### config.mk
export PLATFORM = sky130hd
export DESIGN_NAME = pipe_adder
export DESIGN_NICKNAME = d
export VERILOG_FILES = /design/src/rtl/pipe_adder_pkg.sv /design/src/rtl/pipe_adder_stage.sv /design/src/rtl/pipe_adder.sv
export SDC_FILE = /design/constraint.sdc
export NUM_CORES = 1
export LEC_CHECK = 0
export BUFFER_PORTS_ARGS = -buffer_cell sky130_fd_sc_hd__buf_2
export CAP_MARGIN = 20
export CORE_MARGIN = 2
export CORE_UTILIZATION = 59
export CTS_BUF_LIST = sky130_fd_sc_hd__clkbuf_8
export CTS_CLUSTER_SIZE = 25
export DETAILED_ROUTE_END_ITERATION = 8
export PLACE_DENSITY_LB_ADDON = 0.1
export SETUP_SLACK_MARGIN = 0.2
export SYNTH_ARGS = -nofsm -noshare
export SYNTH_HDL_FRONTEND = slang
export SYNTH_SLANG_ARGS = --single-unit
### constraint.sdc
create_clock -name clk -period 1.9 [get_ports clk]
set_input_delay 0.19 -clock clk [delete_from_list [all_inputs] [get_ports clk]]
set_output_delay 0.19 -clock clk [all_outputs]
set_load 0.01 [all_outputs]
### src/rtl/pipe_adder_pkg.sv
// Shared types and defaults for the pipelined adder/subtractor.
package pipe_adder_pkg;

  typedef enum logic {
    OP_ADD = 1'b0,
    OP_SUB = 1'b1
  } op_e;

  localparam int DEF_WIDTH  = 16;
  localparam int DEF_STAGES = 4;

  // Subtraction is A + ~B + ~borrow, so the borrow-in is inverted into a carry-in.
  function automatic logic eff_cin(input op_e op, input logic cin);
    return (op == OP_SUB) ? ~cin : cin;
  endfunction

endpackage

### src/rtl/pipe_adder_stage.sv
// One pipeline slot: sums operand chunk IDX with the incoming carry and registers the result.
// Loads on i_ld; payload only updates when a valid transaction enters, so outputs hold otherwise.
module pipe_adder_stage #(
  parameter int WIDTH = 16,
  parameter int CHUNK = 4,
  parameter int IDX   = 0
) (
  input  logic             clk,
  input  logic             rst_n,
  input  logic             i_ld,
  input  logic             i_vld,
  input  logic [WIDTH-1:0] i_a,
  input  logic [WIDTH-1:0] i_b,
  input  logic [WIDTH-1:0] i_sum,
  input  logic             i_cin,
  output logic             o_vld,
  output logic [WIDTH-1:0] o_a,
  output logic [WIDTH-1:0] o_b,
  output logic [WIDTH-1:0] o_sum,
  output logic             o_carry
);

  logic             r_vld;
  logic [WIDTH-1:0] r_a;
  logic [WIDTH-1:0] r_b;
  logic [WIDTH-1:0] r_sum;
  logic             r_carry;

  logic [CHUNK:0]   w_chunk;
  logic [WIDTH-1:0] w_sum_nxt;

  assign w_chunk = {1'b0, i_a[IDX*CHUNK +: CHUNK]}
                 + {1'b0, i_b[IDX*CHUNK +: CHUNK]}
                 + {{CHUNK{1'b0}}, i_cin};

  always_comb begin
    w_sum_nxt = i_sum;
    w_sum_nxt[IDX*CHUNK +: CHUNK] = w_chunk[CHUNK-1:0];
  end

  always_ff @(posedge clk or negedge rst_n) begin
    if (!rst_n) begin
      r_vld   <= 1'b0;
      r_a     <= '0;
      r_b     <= '0;
      r_sum   <= '0;
      r_carry <= 1'b0;
    end else begin
      if (i_ld) begin
        r_vld <= i_vld;
      end
      if (i_ld && i_vld) begin
        r_a     <= i_a;
        r_b     <= i_b;
        r_sum   <= w_sum_nxt;
        r_carry <= w_chunk[CHUNK];
      end
    end
  end

  assign o_vld   = r_vld;
  assign o_a     = r_a;
  assign o_b     = r_b;
  assign o_sum   = r_sum;
  assign o_carry = r_carry;

endmodule

### src/rtl/pipe_adder.sv
// Chunked ripple adder/subtractor, STAGES slots deep, one result per cycle.
// in_ready is combinational from out_ready through the per-stage load chain (bubbles collapse).
module pipe_adder
  import pipe_adder_pkg::*;
#(
  parameter int WIDTH  = DEF_WIDTH,
  parameter int STAGES = DEF_STAGES
) (
  input  logic             clk,
  input  logic             rst_n,
  input  logic [WIDTH-1:0] A,
  input  logic [WIDTH-1:0] B,
  input  logic             C_in,
  input  op_e              Op,
  input  logic             in_valid,
  output logic             in_ready,
  output logic [WIDTH-1:0] Sum,
  output logic             C_out,
  output logic             Overflow,
  output logic             out_valid,
  input  logic             out_ready
);

  localparam int CHUNK = WIDTH / ((STAGES < 1) ? 1 : STAGES);

  generate
    if (STAGES < 1) begin : g_bad_stages
      $error("pipe_adder: STAGES must be at least 1");
    end else if ((WIDTH % STAGES) != 0) begin : g_bad_width
      $error("pipe_adder: WIDTH must be a multiple of STAGES");
    end
  endgenerate

  // Index k is the input of stage k; index k+1 is its registered output.
  logic             w_vld [STAGES+1];
  logic             w_ld  [STAGES+1];
  logic [WIDTH-1:0] w_a   [STAGES+1];
  logic [WIDTH-1:0] w_b   [STAGES+1];
  logic [WIDTH-1:0] w_sum [STAGES+1];
  logic             w_cy  [STAGES+1];

  assign w_vld[0] = in_valid;
  assign w_a[0]   = A;
  assign w_b[0]   = (Op == OP_SUB) ? ~B : B;
  assign w_sum[0] = '0;
  assign w_cy[0]  = eff_cin(Op, C_in);

  // A stage may load when it is empty or its contents move on this cycle.
  always_comb begin
    w_ld[STAGES] = out_ready;
    for (int k = STAGES - 1; k >= 0; k--) begin
      w_ld[k] = !w_vld[k+1] || w_ld[k+1];
    end
  end

  generate
    for (genvar k = 0; k < STAGES; k++) begin : g_stage
      pipe_adder_stage #(
        .WIDTH (WIDTH),
        .CHUNK (CHUNK),
        .IDX   (k)
      ) u_stage (
        .clk     (clk),
        .rst_n   (rst_n),
        .i_ld    (w_ld[k]),
        .i_vld   (w_vld[k]),
        .i_a     (w_a[k]),
        .i_b     (w_b[k]),
        .i_sum   (w_sum[k]),
        .i_cin   (w_cy[k]),
        .o_vld   (w_vld[k+1]),
        .o_a     (w_a[k+1]),
        .o_b     (w_b[k+1]),
        .o_sum   (w_sum[k+1]),
        .o_carry (w_cy[k+1])
      );
    end
  endgenerate

  assign in_ready  = w_ld[0];
  assign out_valid = w_vld[STAGES];
  assign Sum       = w_sum[STAGES];
  assign C_out     = w_cy[STAGES];
  assign Overflow  = (w_a[STAGES][WIDTH-1] == w_b[STAGES][WIDTH-1]) &&
                     (w_sum[STAGES][WIDTH-1] != w_a[STAGES][WIDTH-1]);

endmodule

==> results_dict.tcl <==
set metrics [dict create \
    worst_hold_slack_ps 62.8 \
    synth_top_area_cell "sky130_fd_sc_hd__dfrtp_1" \
    width_of_the_die_um 89.4 \
    timing.reg2reg.setup_slack_ps 200 \
    post-route-min-period_ps 1700 \
    initial_core_util_pct 60.0 \
    p_leak_uw 0.00235 \
    dr_total_vias 2488 \
    syn-cell-area_um2 4300 \
    io_buffer_count 57 \
    fin_skew_ps 12.8 \
    cts.root.buffer_cell "sky130_fd_sc_hd__clkbuf_8" \
    final_common_cell "sky130_fd_sc_hd__dfrtp_1" \
    max_cap_violations 0 \
    critical_path.most_common_cell "sky130_fd_sc_hd__fa_2" \
    fin_crit_sh_pct 89.3 \
    maximum_number_of_pins_on_one_net_before_global_route_repair 59 \
    worst_hold_startpoint "A[5]" \
    cp_cell_sequence "fa_2, fa_2, a21o_1, a21oi_2, o21ai_0" \
    drt_pre_antenna_iters 4 \
    max-clock-path-buffers 2 \
    gr-total-overflow 0 \
    placeableCoreArea_um2 7180 \
    synthesis.instances 320 \
    finalSetupViolations 0 \
    post-place-cells 471 \
    routabilityCongestion 0.721 \
    hold_violation_count_in_the_final_report 0 \
    grt_first_pass_wirelength_mm 11.8 \
    mean_instance_size_in_the_synthesized_netlist_um2 13.4 \
    fmax_mhz 589 \
    drive_above_1_share_pct 42.4 \
    finalMaxSlewViolations 0 \
    timing.critical_path.arrival_ps 1920 \
    routed_wire_length_per_instance_um 14.0 \
    power_density_nw_per_um2 1370 \
    gr-usage-all-layers_pct 19.5 \
    finalNetCount 443 \
    postRouteAntennaNets 0 \
    fin_tns_setup_ps 0 \
    design.portCount 58 \
    min_path_type "input port to flip-flop" \
    hold_end "g_stage[0].u_stage.o_a[5]" \
    crit_path_top_delay_cell "sky130_fd_sc_hd__dfrtp_1" \
    insertion_delay_ps 350 \
    setup_repair_after_global_routing_missed_its_margin "true" \
    row_count 31 \
    ys_warns 0 \
    synth_nets 378 \
    status "finished clean" \
    antenna_cells_inserted 0 \
    syn2layout_area_growth_pct 17.2 \
    crit_type "flip-flop to flip-flop" \
    worstMarginPinSlew_ps 303 \
    grt_pass1_vias 2526 \
    drt_iter0_drc 93 \
    cts_tree "done" \
    route.detailed.drc 0 \
    floorplan.die_area_um2 7990 \
    route.final.wire_length_mm 6.83 \
    antenna_found_initial 0 \
    holdPathStages 2 \
    avg_vias_per_cell 5.10 \
    critPathMaxFanout 2 \
    synthTopCellsByArea "sky130_fd_sc_hd__dfrtp_1, sky130_fd_sc_hd__mux2_2, sky130_fd_sc_hd__fa_1, sky130_fd_sc_hd__ha_1, sky130_fd_sc_hd__o21ai_0" \
    worstSetupStartpointType "flip-flop" \
    critical_path.max_stage_delay_ps 420 \
    post_synth_num_cell_types 25 \
    reg2reg_from "g_stage[1].u_stage.o_a[8]" \
    fill_cells 530 \
    worst_vdd_rail_ir_drop_mv 0.482 \
    critPathRequiredTime_ps 2120 \
    most-common-layout-cells "sky130_fd_sc_hd__dfrtp_1, sky130_fd_sc_hd__mux2_2, sky130_fd_sc_hd__buf_2" \
    timing.slew.headroom_pct 79.8 \
    final_cells 488 \
    place_hpwl_mm 4.80 \
    share_of_the_synthesized_area_in_the_top_cell_type_pct 57.0 \
    tritoncts.num_buffers 9 \
    worstReg2RegEnd "g_stage[2].u_stage.o_carry" \
    ff2ff_path_depth 5 \
    h-tree-depth 3 \
    path_clk_slew_ps 90 \
    power_uw 6910 \
    chipHeight_um 89.4 \
    clock_sinks 98 \
    end_kind "flip-flop" \
    synth-seq-area-share_pct 57.0 \
    yosys_register_bits 98 \
]
how the worst max path moves through the flow:
stage	from	end	slack (ps)	cells past startpoint
global route	g_stage[1].u_stage.o_a[8]	g_stage[2].u_stage.o_carry	130	5
finish	g_stage[1].u_stage.o_a[8]	g_stage[2].u_stage.o_carry	200	5
floorplan	Op	g_stage[0].u_stage.o_carry	2	8
global placement	B[0]	g_stage[0].u_stage.o_carry	80	7
detailed placement	Op	g_stage[0].u_stage.o_carry	40	7
CTS	g_stage[1].u_stage.o_carry	g_stage[2].u_stage.o_carry	150	5
flip-flops by register name, indices dropped and copies added, names as in the netlist:
name and count:
g_stage.u_stage.o_carry 4, g_stage.u_stage.o_sum 40, g_stage.u_stage.o_vld 4, g_stage.u_stage.o_b 25, g_stage.u_stage.o_a 25
where the power goes:
group	total, uW	switching (uW)	internal [uW]	leakage (uW)
Clock	1620	679	942	0.000126
Combinational	2070	930	1140	0.00106
Sequential	3220	410	2810	0.00117
synthesized netlist by cell type:
| master | count |
|---|---|
| sky130_fd_sc_hd__fa_1 | 8 |
| sky130_fd_sc_hd__nand2_1 | 30 |
| sky130_fd_sc_hd__o31ai_1 | 1 |
| sky130_fd_sc_hd__inv_1 | 11 |
| sky130_fd_sc_hd__o21ai_4 | 1 |
| sky130_fd_sc_hd__nand4b_2 | 1 |
| sky130_fd_sc_hd__nor2_1 | 3 |
| sky130_fd_sc_hd__o21ai_0 | 24 |
| sky130_fd_sc_hd__ha_1 | 12 |
| sky130_fd_sc_hd__a21oi_1 | 9 |
| sky130_fd_sc_hd__xor2_1 | 12 |
| sky130_fd_sc_hd__nand2b_1 | 4 |
| sky130_fd_sc_hd__buf_6 | 1 |
| sky130_fd_sc_hd__buf_4 | 4 |
| sky130_fd_sc_hd__a211oi_1 | 1 |
| sky130_fd_sc_hd__nor3_1 | 1 |
| sky130_fd_sc_hd__or2_2 | 1 |
| sky130_fd_sc_hd__xnor2_1 | 12 |
| sky130_fd_sc_hd__mux2_2 | 67 |
| sky130_fd_sc_hd__o21a_1 | 2 |
| sky130_fd_sc_hd__nand3b_1 | 1 |
| sky130_fd_sc_hd__buf_2 | 8 |
| sky130_fd_sc_hd__dfrtp_1 | 98 |
| sky130_fd_sc_hd__a21o_1 | 7 |
| sky130_fd_sc_hd__nor2b_1 | 1 |
per-layer routing:
layer,GRT usage (%),wire (um),vias to the layer above
met4,5.83,78,0
met3,4.89,221,8
met5,0,0,-
met2,30.5,3200,48
li1,-,-,1224
met1,27.1,3330,1208
timing repair:
item	4_1_cts	5_1_grt
hold buffers	1	0
pin swaps	0	7
endpoints found under the hold margin	19	0
buffers inserted	0	1
gates resized for setup	3	9
setup endpoints to repair	5	6
logic make-up (layout without fill, tap and decap cells):
group                    count (synthesis)  count (layout)  synth area share, %
AO/OA/AOI/OAI                           45              45                 6.14
XOR/XNOR                                24              24                 4.89
adder cells (fa/ha/maj)                 20              20                 7.21
buffers and inverters                   24              93                 2.85
flip-flops                              98              98                 57.0
multiplexers                            67              67                 17.5
AND/OR/NAND/NOR                         42              42                 4.39
stage by stage:
step / cell area [um^2] / setup slack (ps) / util (%)
detailed placement: 4750 / 41.2 / 66.2
global placement: 4750 / 81.4 / 66.2
CTS: 5020 / 153 / 69.9
global route: 5040 / 134 / 70.3
floorplan: 4350 / 1.87 / -
finish: 5040 / 202 / 70.3
worst max-delay path, delay by kind of cell (launching register included):
| family | cells | cell delay (ps) |
|---|---|---|
| AO/OA/AOI/OAI | 3 | 380 |
| adder cells (fa/ha/maj) | 2 | 780 |
| flip-flops | 1 | 420 |
area by class of cell:
type | instances | area (um^2) | share of cell area, %
clock buffer | 11 | 151 | 3.00
clock inverter | 4 | 98.8 | 1.96
inverter | 11 | 41.3 | 0.819
multi-input combinational | 198 | 1770 | 35.1
sequential | 98 | 2450 | 48.6
tap | 99 | 124 | 2.46
timing repair buffer | 67 | 403 | 7.99
Note: power is estimated with default switching activity, not from simulation.
